`src/rtl/time_key_entry.sv`:
```
// Keypad-side time entry: shifts BCD digit keys into a four-digit buffer, toggles AM/PM,
// validates on SET and issues a one-cycle load_new_c pulse with the new time to counting_logic.
module time_key_entry #(
  parameter int unsigned TWELVE_HOUR = 1,
  parameter int unsigned MIN_DIGITS  = 3
) (
  input  logic       clk,
  input  logic       reset,
  input  logic       key_valid,
  input  logic [3:0] key,
  output logic [3:0] new_current_time_ls_min,
  output logic [3:0] new_current_time_ms_min,
  output logic [3:0] new_current_time_ls_hr,
  output logic [3:0] new_current_time_ms_hr,
  output logic       new_current_time_AM,
  output logic       load_new_c,
  output logic       entry_error,
  output logic [2:0] digit_count
);

  localparam bit         Twelve    = (TWELVE_HOUR != 0);
  localparam logic [2:0] MinDigits = 3'(MIN_DIGITS);

  localparam logic [3:0] KeyAmPm  = 4'hA;
  localparam logic [3:0] KeySet   = 4'hB;
  localparam logic [3:0] KeyClear = 4'hC;

  typedef enum logic [1:0] {StIdle, StEntry, StLoad, StError} state_e;

  state_e     state_q;
  logic [3:0] ls_min_q, ms_min_q, ls_hr_q, ms_hr_q;
  logic       am_q, load_q, err_q;
  logic [2:0] count_q;

  logic [7:0] hour_val;
  logic       hour_ok;
  logic       set_ok;

  always_comb begin
    hour_val = {4'b0, ms_hr_q} * 8'd10 + {4'b0, ls_hr_q};
    if (Twelve) begin
      hour_ok = (hour_val >= 8'd1) && (hour_val <= 8'd12);
    end else begin
      hour_ok = (hour_val <= 8'd23);
    end
    set_ok = (count_q >= MinDigits) && (ls_min_q <= 4'd9) && (ms_min_q <= 4'd5) &&
             (ls_hr_q <= 4'd9) && (ms_hr_q <= 4'd9) && hour_ok;
  end

  always_ff @(posedge clk) begin
    if (!reset) begin
      state_q  <= StIdle;
      ls_min_q <= 4'd0;
      ms_min_q <= 4'd0;
      ls_hr_q  <= 4'd0;
      ms_hr_q  <= 4'd0;
      am_q     <= Twelve;
      load_q   <= 1'b0;
      err_q    <= 1'b0;
      count_q  <= 3'd0;
    end else begin
      load_q <= 1'b0;
      if (state_q == StLoad) begin
        // Committed time stays on the outputs; any key arriving now is dropped.
        count_q <= 3'd0;
        state_q <= StIdle;
      end else if (key_valid) begin
        if (key <= 4'd9) begin
          if (state_q == StEntry) begin
            ms_hr_q  <= ls_hr_q;
            ls_hr_q  <= ms_min_q;
            ms_min_q <= ls_min_q;
            ls_min_q <= key;
            count_q  <= (count_q == 3'd4) ? 3'd4 : count_q + 3'd1;
          end else begin
            ms_hr_q  <= 4'd0;
            ls_hr_q  <= 4'd0;
            ms_min_q <= 4'd0;
            ls_min_q <= key;
            count_q  <= 3'd1;
          end
          err_q   <= 1'b0;
          state_q <= StEntry;
        end else begin
          case (key)
            KeyAmPm: begin
              if (Twelve) begin
                am_q <= ~am_q;
                if (state_q == StError) begin
                  err_q   <= 1'b0;
                  state_q <= StEntry;
                end
              end
            end
            KeySet: begin
              if ((state_q == StEntry) && set_ok) begin
                load_q  <= 1'b1;
                state_q <= StLoad;
              end else begin
                err_q   <= 1'b1;
                state_q <= StError;
              end
            end
            KeyClear: begin
              ls_min_q <= 4'd0;
              ms_min_q <= 4'd0;
              ls_hr_q  <= 4'd0;
              ms_hr_q  <= 4'd0;
              count_q  <= 3'd0;
              err_q    <= 1'b0;
              state_q  <= StIdle;
            end
            default: ;
          endcase
        end
      end
    end
  end

  assign new_current_time_ls_min = ls_min_q;
  assign new_current_time_ms_min = ms_min_q;
  assign new_current_time_ls_hr  = ls_hr_q;
  assign new_current_time_ms_hr  = ms_hr_q;
  assign new_current_time_AM     = am_q;
  assign load_new_c              = load_q;
  assign entry_error             = err_q;
  assign digit_count             = count_q;

endmodule

```
`config.mk`:
```
export PLATFORM = sky130hd
export DESIGN_NAME = time_key_entry
export DESIGN_NICKNAME = d
export VERILOG_FILES = /design/src/rtl/time_key_entry.sv
export SDC_FILE = /design/constraint.sdc
export NUM_CORES = 1
export LEC_CHECK = 0
export ABC_AREA = 1
export ABC_CLOCK_PERIOD_IN_PS = 2100
export CAP_MARGIN = 20
export CORE_AREA = 8 8 67 69
export CTS_CLUSTER_DIAMETER = 150
export DETAILED_ROUTE_END_ITERATION = 8
export DIE_AREA = 0 0 75 77
export PLACE_DENSITY = 0.74
export SYNTH_ARGS = -nofsm -noshare
export SYNTH_HDL_FRONTEND = slang
export SYNTH_SLANG_ARGS = --single-unit
```
`constraint.sdc`:
```
create_clock -name clk -period 2.1 [get_ports clk]
set_clock_uncertainty 0.15 [all_clocks]
set_input_delay 0.21 -clock clk [delete_from_list [all_inputs] [get_ports clk]]
set_output_delay 0.21 -clock clk [all_outputs]
set_load 0.005 [all_outputs]
```
==> flow_metrics.tcl <==
set metrics [dict create \
    status "complete, but fails checks" \
    violations "negative setup slack" \
    p_sw_share_pct 31.2 \
    dp_hpwl_mm 3.04 \
    via_per_inst 5.13 \
    hold_ws_ps 321 \
    cts_tree "built" \
    clk_pin_slew_ps 140 \
    synth_top_area_cell "dfxtp_1" \
    synth_edf_count 0 \
    fp-row-count 22 \
    cp_cell_sequence "ha_4 > ha_4 > fa_1 > nand2_1 > inv_2 > nand3_2 > nand2_2 > nand3_2 > nor2_2 > nand2_2 > nand2_1 > a21oi_1" \
    combPwrFrac_pct 26.5 \
    min_period_ps 2220 \
    power.density_cell_area_mw_per_mm2 485 \
    cts_buffer_depth 2 \
    synth.avg_cell_area_um2 6.95 \
    synth_area_leaders "dfxtp_1 31%, nand2_1 12%, ha_1 8.8%, a21oi_1 8.0%, nand3_1 8.0%" \
    ios 29 \
    yosysMostFrequentCell "nand2_1" \
    ys_warn_count 0 \
    cts.sinks 24 \
    ant_nets 0 \
    startpoint_type "flop" \
    wl_per_cell_um 12.4 \
    grt_util_all_layers_pct 14.3 \
    die_h_um 77 \
    drt_iter0_drc 69 \
    worst_path_max_delay_cell "fa_1" \
    crit_fanout 5 \
    p_seq_share_pct 48.6 \
    port_buffers 28 \
    synth_common_cells "51 x nand2_1, 29 x inv_1, 25 x a21oi_1, 25 x nand3_1, 24 x dfxtp_1" \
    worst_ep_required_time_ps 2180 \
    dr.pass1.iters 4 \
    core-area_mm2 0.00350 \
    whs_path_depth 3 \
    r2r_cells 12 \
    grt_pass1_vias 1588 \
    crit_path_end_kind "flop" \
    clockRootBuffer "clkbuf_4" \
    yosys_register_bits 24 \
    internal_power_uw 706 \
    post-route-period-util_pct 106 \
    netlist_instances 226 \
    worstSetupPathType "flop to flop" \
    overflow 0 \
    synth.top_cell.area_share_pct 30.6 \
    gp_congestion 0.832 \
    finalSetupTns_ps -240 \
    post_cts_buffers 0 \
    cpPeakStageDelay_ps 510 \
    die-area_mm2 0.00578 \
    drive_gt1_share_pct 22.3 \
    place_ws_ps -85.9 \
    synth_area_mm2 0.00157 \
    leakagePower_uw 0.000918 \
    hp-class "input port to flop" \
    rsz0062_at_grt "true" \
    clock_latency_ps 320 \
    finalSetupViolCount 2 \
    nNetsFinal 290 \
    arrival_ps 2300 \
    fin_util_pct 60.5 \
    synth_seq_area_share_pct 30.6 \
    ys_async_sr_fraction_pct 0 \
    ys_types 25 \
    fmax_ghz 0.450 \
    p_sw_uw 320 \
    antenna_found_initial 0 \
    synth_fp_nets 246 \
    htree_levels 1 \
    maxCapViolCount 0 \
    grt_start_max_net_pins 23 \
    n_antenna_cell 0 \
    route.detailed.drc 0 \
    grt_pass1_wl_mm 6.78 \
    vias 1626 \
    die_w_um 75 \
    syn2layout_area_growth_pct 34.7 \
    peakVddDrop_uv 381 \
    maxSlewViolCount 0 \
    synth_ff_type "dfxtp_1" \
    start_util_pct 44.9 \
    slew_headroom_pct 72.3 \
    p_clk_share_pct 24.8 \
    tightest_slew_ps 414 \
    finalHoldViolations 0 \
    numCtsBuffers 3 \
    setup_ws_ps -120 \
    wl_mm 3.92 \
]
==> logic make-up (layout without fill, tap and decap cells) <==
family                   count (synthesis)  after routing  share of synthesized area, %
adder cells (fa/ha/maj)                 13             13                          11.3
AO/OA/AOI/OAI                           43             43                          17.1
flip-flops                              24             24                          30.6
buffers and inverters                   43             86                          11.1
AND/OR/NAND/NOR                        103            103                          29.9
==> layout by cell type, fill, tap and decap left out, drive strengths merged, types with 4 or more instances in the layout <==
master	Yosys	final
o21ai	9	9
nand2	54	54
dfxtp	24	24
nor2	14	14
buf	3	15
a211oi	7	7
clkbuf	1	4
a21oi	26	26
clkdlybuf4s50	0	28
inv	39	39
nand4	4	4
ha	11	11
nand3	25	25
==> power groups by stage <==
stage | combinational, uW | sequential [uW] | clock, uW
final | 272 | 499 | 255
after global placement | 262 | 509 | 0
after detailed placement | 265 | 509 | 0
after floorplan | 160 | 512 | 0
after CTS | 267 | 500 | 259
after global routing | 303 | 503 | 281
==> through the flow <==
step / area, um^2 / total power, uW / std cells
after floorplan: 1610 / 672 / 226
after global placement: 2030 / 770 / 313
after detailed placement: 2030 / 775 / 313
after CTS: 2070 / 1030 / 317
after global routing: 2120 / 1090 / 317
final: 2120 / 1030 / 317
==> path summary, 6_finish.rpt <==
check | to | start | slack, ps
worst max-delay path | state_q[0] | new_current_time_ms_hr[3] | -120
worst min-delay path | entry_error | reset | 320
worst max register to register | state_q[0] | new_current_time_ms_hr[3] | -120
worst min register to register | entry_error | entry_error | 330
==> registers in the layout, indices dropped and copies added (netlist names), 2 cells and up <==
| signal | count |
|---|---|
| digit_count | 3 |
| new_current_time_ms_min | 4 |
| new_current_time_ms_hr | 4 |
| new_current_time_ls_min | 4 |
| state_q | 2 |
| new_current_time_ls_hr | 4 |
==> worst max-delay path: cells and delay by family (launching register included) <==
kind / cells / cell delay, ps
AO/OA/AOI/OAI: 1 / 50
AND/OR/NAND/NOR: 7 / 550
flip-flops: 1 / 380
buffers and inverters: 1 / 90
adder cells (fa/ha/maj): 3 / 900
==> routing by layer <==
metal	vias to the layer above	part of all wire, %	global-route usage [%]	wire length (um)
met1	736	46	16.7	1800
li1	830	-	-	-
met5	-	0	0	0
met4	0	1.9	7.06	75
met3	6	4.9	2.99	192
met2	54	47	23.6	1850
==> timing repair <==
item                       CTS  global route
resized for setup            1            13
pin swaps                    7            11
setup endpoints to repair    2             3
hold buffers                 0             0
==> cell type report <==
| cell class | count | area, um^2 |
|---|---|---|
| fillers | 337 | 1380 |
| multi-input cells | 159 | 990 |
| flip-flops and latches | 24 | 487 |
| repair buffers | 43 | 397 |
| inverters | 39 | 146 |
| well taps | 48 | 60.1 |
| clock buffers | 4 | 36.3 |
(Power assumes the default switching activity.)
